<file path="src/rtl/pwm_dimmer_array.sv">
// Multi-channel button-controlled PWM dimmer: synchronised, tick-debounced up/down
// buttons step a per-channel brightness level that drives a shared-counter PWM.
module pwm_dimmer_array #(
    parameter int unsigned CHANNELS = 3,
    parameter int unsigned PWM_BITS = 8,
    parameter int unsigned LEVELS   = 9,
    parameter int unsigned STEP     = 32,
    parameter int unsigned TICK_DIV = 120000,
    parameter int unsigned WRAP     = 1
) (
    input  logic                    clock,
    input  logic                    reset,
    input  logic [CHANNELS-1:0]     btn_up,
    input  logic [CHANNELS-1:0]     btn_down,
    output logic [CHANNELS-1:0]     pwm_out,
    output logic [4*CHANNELS-1:0]   level,
    output logic [CHANNELS-1:0]     active
);

    localparam int unsigned NB    = 2 * CHANNELS;
    localparam int unsigned DIV_W = $clog2(TICK_DIV);
    localparam int unsigned DW    = PWM_BITS + 4;
    localparam logic [3:0]    LVL_MAX  = 4'(LEVELS - 1);
    localparam logic [DW-1:0] DUTY_MAX = DW'({PWM_BITS{1'b1}});

    logic [NB-1:0] btn_c;
    logic [NB-1:0] sync1_q, sync2_q;
    logic [NB-1:0] samp_q, samp_d;
    logic [NB-1:0] deb_q, deb_d;
    logic [NB-1:0] chg_c, press_c;

    logic [DIV_W-1:0] div_q, div_d;
    logic             tick_c;

    logic [PWM_BITS-1:0] cnt_q, cnt_d;
    logic                wrap_c;

    logic [CHANNELS-1:0][3:0]          lvl_q, lvl_d;
    logic [CHANNELS-1:0][PWM_BITS-1:0] duty_q, duty_d;
    logic [CHANNELS-1:0][DW-1:0]       tgt_c;
    logic [CHANNELS-1:0]               act_q, act_d;
    logic [CHANNELS-1:0]               pwm_q, pwm_d;

    // Down buttons live in the upper half so channel i maps to bits i and CHANNELS+i.
    assign btn_c = {btn_down, btn_up};

    // Tick divider, debouncer and shared PWM counter.
    always_comb begin
        tick_c  = (div_q == DIV_W'(TICK_DIV - 1));
        div_d   = tick_c ? '0 : div_q + DIV_W'(1);
        chg_c   = ~(sync2_q ^ samp_q) & (sync2_q ^ deb_q);
        samp_d  = tick_c ? sync2_q : samp_q;
        deb_d   = tick_c ? (deb_q ^ chg_c) : deb_q;
        press_c = deb_d & ~deb_q;
        cnt_d   = cnt_q + PWM_BITS'(1);
        wrap_c  = &cnt_q;
    end

    // Per-channel level stepping, duty latch at period boundary and PWM compare.
    always_comb begin
        for (int i = 0; i < CHANNELS; i++) begin
            lvl_d[i] = lvl_q[i];
            if (press_c[i] && !press_c[CHANNELS+i]) begin
                if (lvl_q[i] == LVL_MAX) lvl_d[i] = (WRAP != 0) ? 4'd0 : lvl_q[i];
                else                     lvl_d[i] = lvl_q[i] + 4'd1;
            end else if (!press_c[i] && press_c[CHANNELS+i]) begin
                if (lvl_q[i] == 4'd0) lvl_d[i] = (WRAP != 0) ? LVL_MAX : 4'd0;
                else                  lvl_d[i] = lvl_q[i] - 4'd1;
            end
            act_d[i]  = (lvl_d[i] != 4'd0);
            tgt_c[i]  = DW'(lvl_q[i]) * DW'(STEP);
            duty_d[i] = duty_q[i];
            if (wrap_c)
                duty_d[i] = (tgt_c[i] > DUTY_MAX) ? PWM_BITS'(DUTY_MAX) : PWM_BITS'(tgt_c[i]);
            pwm_d[i]  = (cnt_q < duty_q[i]);
        end
    end

    always_ff @(posedge clock or negedge reset) begin
        if (!reset) begin
            sync1_q <= '0;
            sync2_q <= '0;
            samp_q  <= '0;
            deb_q   <= '0;
            div_q   <= '0;
            cnt_q   <= '0;
            lvl_q   <= '0;
            duty_q  <= '0;
            act_q   <= '0;
            pwm_q   <= '0;
        end else begin
            sync1_q <= btn_c;
            sync2_q <= sync1_q;
            samp_q  <= samp_d;
            deb_q   <= deb_d;
            div_q   <= div_d;
            cnt_q   <= cnt_d;
            lvl_q   <= lvl_d;
            duty_q  <= duty_d;
            act_q   <= act_d;
            pwm_q   <= pwm_d;
        end
    end

    assign level   = lvl_q;
    assign active  = act_q;
    assign pwm_out = pwm_q;

endmodule

</file>
<file path="config.mk">
export PLATFORM = sky130hd
export DESIGN_NAME = pwm_dimmer_array
export DESIGN_NICKNAME = d
export VERILOG_FILES = /design/src/rtl/pwm_dimmer_array.sv
export SDC_FILE = /design/constraint.sdc
export NUM_CORES = 1
export LEC_CHECK = 0
export ABC_AREA = 1
export CAP_MARGIN = 0
export CORE_MARGIN = 5
export CORE_UTILIZATION = 45
export CTS_BUF_LIST = sky130_fd_sc_hd__clkbuf_16
export DETAILED_ROUTE_END_ITERATION = 8
export GPL_TIMING_DRIVEN = 0
export MAX_ROUTING_LAYER = met4
export PLACE_DENSITY = 0.71
export SETUP_SLACK_MARGIN = 0.4
export SLEW_MARGIN = 15
export SYNTH_ARGS = -nofsm -noshare
export SYNTH_HDL_FRONTEND = slang
export SYNTH_SLANG_ARGS = --single-unit
</file>
<file path="constraint.sdc">
create_clock -name clock -period 2.3 [get_ports clock]
set_input_delay 0.575 -clock clock [delete_from_list [all_inputs] [get_ports clock]]
set_output_delay 0.575 -clock clock [all_outputs]
set_load 0.02 [all_outputs]
</file>
==> results.cfg <==
[detailed_routing]
wl_per_cell_microns = 13.66
drc = 0
vias = 3655
ant_nets = 0
drt-total-wl_microns = 9620
drt_iter0_drc = 148
viasPerCell = 5.192
dr.pass1.iters = 6

[timing]
tns_ps = 0
hold_viol = 0
fin_worst_skew_ps = 5.928
setup_violations = 0
tightest_slew_ps = 530.5
slew_headroom = 0.6440
rsz0062_at_grt = yes
timing.fmax_mhz = 519.5
whs_ps = 156.6
min_period_over_period = 0.8369
slew_violations = 0
fin_crit_ps = 1925

[synth]
synth_compound_area_frac = 0.09670
yosys.area.top_type = dfrtp_1
synthTopCellsByArea = dfrtp_1 (46%), ha_1 (8.4%), nand2_1 (7.9%), nand3_1 (5.8%), inv_1 (5.7%)
yosys.area_share.simple = 0.2467
synth-async-reset-ratio = 1.000
synth_area_sq_mm = 0.004322
ys_types = 37
synth-seq-cells = 79
synthCells = 514
syn_nets = 551
synth_edf_count = 0
synth_mux_area_frac = 0
synth_ff_type = dfrtp_1
yosysTopAreaCellShare = 0.4574
yosysSeqAreaShare = 0.4574
synth_top_family_by_area = simple AND/OR/NAND/NOR gates
yosysWarnings = 0
syn_avg_cell_area_sq_um = 8.408
synth_fa_ha_area_frac = 0.08396
synth_xor_area_frac = 0.04256

[status]
status = finished clean

[power]
p_sw_frac = 0.2242
p_switching_mw = 0.6595
p_comb_frac = 0.015
p_leak_nw = 2.619
ir_drop_uv = 484.8
power_frac_seq = 0.478
p_int_mw = 2.282
power_mw = 2.942
clock_power_share = 0.507
power.density_mw_per_mm2 = 545.0

[worst_setup_path]
slowest_stage = dfrtp_1
cp_max_fo = 8
start_kind = register
cp_top_family = simple AND/OR/NAND/NOR gates
worstSetupPathType = reg -> reg
crit_top_cell = nand3_2
reg2reg_depth = 12
crit_chain = buf_6 > inv_2 > nand3_2 > nor2_4 > nand3_4 > buf_12 > nor3_4 > nand3_1 > nand3_2 > nand2_2 > nor2_1 > nand2_1
crit_arrival_ps = 2160
cp.depth = 12
critPathMaxStageDelay_ps = 370
worst-path-buf-inv = 3
cp-end-kind = register
crit_required_ps = 2540

[die]
core_region_area_sq_mm = 0.009284
pin_count = 26
die_h_microns = 108
die_area_sq_mm = 0.01166
die_x_microns = 108
start_util = 0.4655
rows = 35

[global_route]
grt_max_degree = 53
grt_overflow = 0
antenna_found_initial = 0
grt_pass1_wl_microns = 15840
track_usage = 0.1749
grt_pass1_vias = 3499

[clocking]
numCtsBuffers = 9
cts_buffer_depth = 2
cts.clk_slew.worst_paths_ps = 70
htreeDepth = 3
cts_hold_buf = 0
root_buffer = clkbuf_16
insertion_delay_ps = 340
cts_sinks = 79
tritoncts = yes

[hold_path]
hold_class = in -> async

[placement]
dpl_cell_area_sq_mm = 0.004758
gp_congestion = 0.9129
dp_cells = 669
port_buffers = 25
hpwl_microns = 6611

[cells_and_area]
stdcell_area_sq_mm = 0.005398
nNetsFinal = 607
layoutNonFillerInstCount = 704
drive_above_1_share = 0.1687
antenna_cells = 0
syn_to_final_growth_pct = 24.90
fillers = 835

[job]
cap_viol_max_count = 0
## final timing paths
| kind | slack, ps | startpoint | end |
|---|---|---|---|
| hold / removal | 160 | reset | active[0] |
| min in group clock | 350 | sync1_q[5] | sync2_q[5] |
| setup / recovery | 380 | div_q[6] | active[2] |
| setup reg to reg | 380 | div_q[6] | active[2] |
| max in group asynchronous | 1560 | reset | div_q[10] |
| hold reg to reg | 350 | sync1_q[5] | sync2_q[5] |
## routing by layer
metal  track usage  up-vias  wire length (microns)
li1              -     1817                      -
met1        0.2160     1723                   4245
met2        0.2846       87                   4794
met3       0.03582       28                    331
met4       0.06583        0                    250
met5             -        -                      0
## cell families (layout without fill, tap and decap cells)
| kind of cell | count (synthesis) | count (layout) |
|---|---|---|
| XOR/XNOR | 21 | 21 |
| AND/OR/NAND/NOR | 229 | 229 |
| AO/OA/AOI/OAI | 75 | 75 |
| buffers and inverters | 81 | 142 |
| adder cells (fa/ha/maj) | 29 | 29 |
| flip-flops | 79 | 79 |
## flip-flops by register name, indices dropped and copies added (netlist names)
| name | flops |
|---|---|
| pwm_out | 3 |
| div_q | 17 |
| deb_q | 6 |
| level | 12 |
| samp_q | 6 |
| sync2_q | 6 |
| duty_q | 12 |
| sync1_q | 6 |
| cnt_q | 8 |
| active | 3 |
## layout make-up
type                    count  area [sq um]  area share
clock inverters             7         85.08     0.01576
well taps                 129         161.4     0.02990
inverters                  76         297.8     0.05517
clock buffers               9         225.2     0.04172
multi-input cells         354          2167      0.4015
flip-flops and latches     79          1986      0.3679
plain buffers               5         42.54    0.007881
repair buffers             45         432.9     0.08020
## synth_stat cells (2+ instances only)
| master | count |
|---|---|
| nand2_1 | 91 |
| dfrtp_1 | 79 |
| inv_1 | 66 |
| nand3_1 | 50 |
| nor2_1 | 47 |
| ha_1 | 29 |
| o21ai_0 | 29 |
| a21oi_1 | 25 |
| xor2_1 | 20 |
| nand4_1 | 15 |
| inv_2 | 9 |
| nor3_1 | 7 |
| a22oi_1 | 6 |
| o21ai_1 | 5 |
| nor2_2 | 4 |
| a21boi_0 | 3 |
| clkbuf_1 | 3 |
| nor4_1 | 3 |
| nand2_2 | 2 |
| nor3_2 | 2 |
| nor3_4 | 2 |
| o211ai_1 | 2 |
## stage by stage
stage          utilization  setup slack [ps]
3_3_place_gp        0.5098             -2070
2_1_floorplan            -             594.0
6_report            0.5814             375.1
5_1_grt             0.5814             239.0
3_5_place_dp        0.5125             212.3
4_1_cts             0.5504             343.2
## power by group through the flow
stage | Clock [mW] | Combinational [mW] | Sequential [mW]
5_1_grt | 1.58 | 0.0523 | 1.41
3_3_place_gp | 0 | 0.0397 | 1.43
2_1_floorplan | 0 | 0.000861 | 1.43
3_5_place_dp | 0 | 0.0464 | 1.43
6_report | 1.49 | 0.0438 | 1.41
4_1_cts | 1.53 | 0.0466 | 1.40
## placed cells by master, fill, tap and decap left out, types with 4 or more instances in the layout
master / netlist / final
nand2_1: 91 / 89
dfrtp_1: 79 / 72
inv_1: 66 / 62
nand3_1: 50 / 43
nor2_1: 47 / 40
o21ai_0: 29 / 29
ha_1: 29 / 28
a21oi_1: 25 / 25
xor2_1: 20 / 20
buf_4: 0 / 18
nand4_1: 15 / 15
clkdlybuf4s50_1: 0 / 12
dlygate4sd2_1: 0 / 12
inv_2: 9 / 11
clkbuf_16: 0 / 10
nor2_2: 4 / 7
dfrtp_2: 0 / 7
nand3_2: 1 / 6
a22oi_1: 6 / 6
nor2_4: 1 / 5
nor3_1: 7 / 5
inv_6: 0 / 5
nand2_2: 2 / 4
o21ai_1: 5 / 4
nor3_4: 2 / 4
## timing repair
action                                  CTS  global route
pin swaps                                 3            15
setup buffers                             3            15
endpoints found under the setup margin   35            21
gates cloned                              0             1
gates resized for setup                  23            42
No activity file was read; power rests on OpenSTA's default activity.
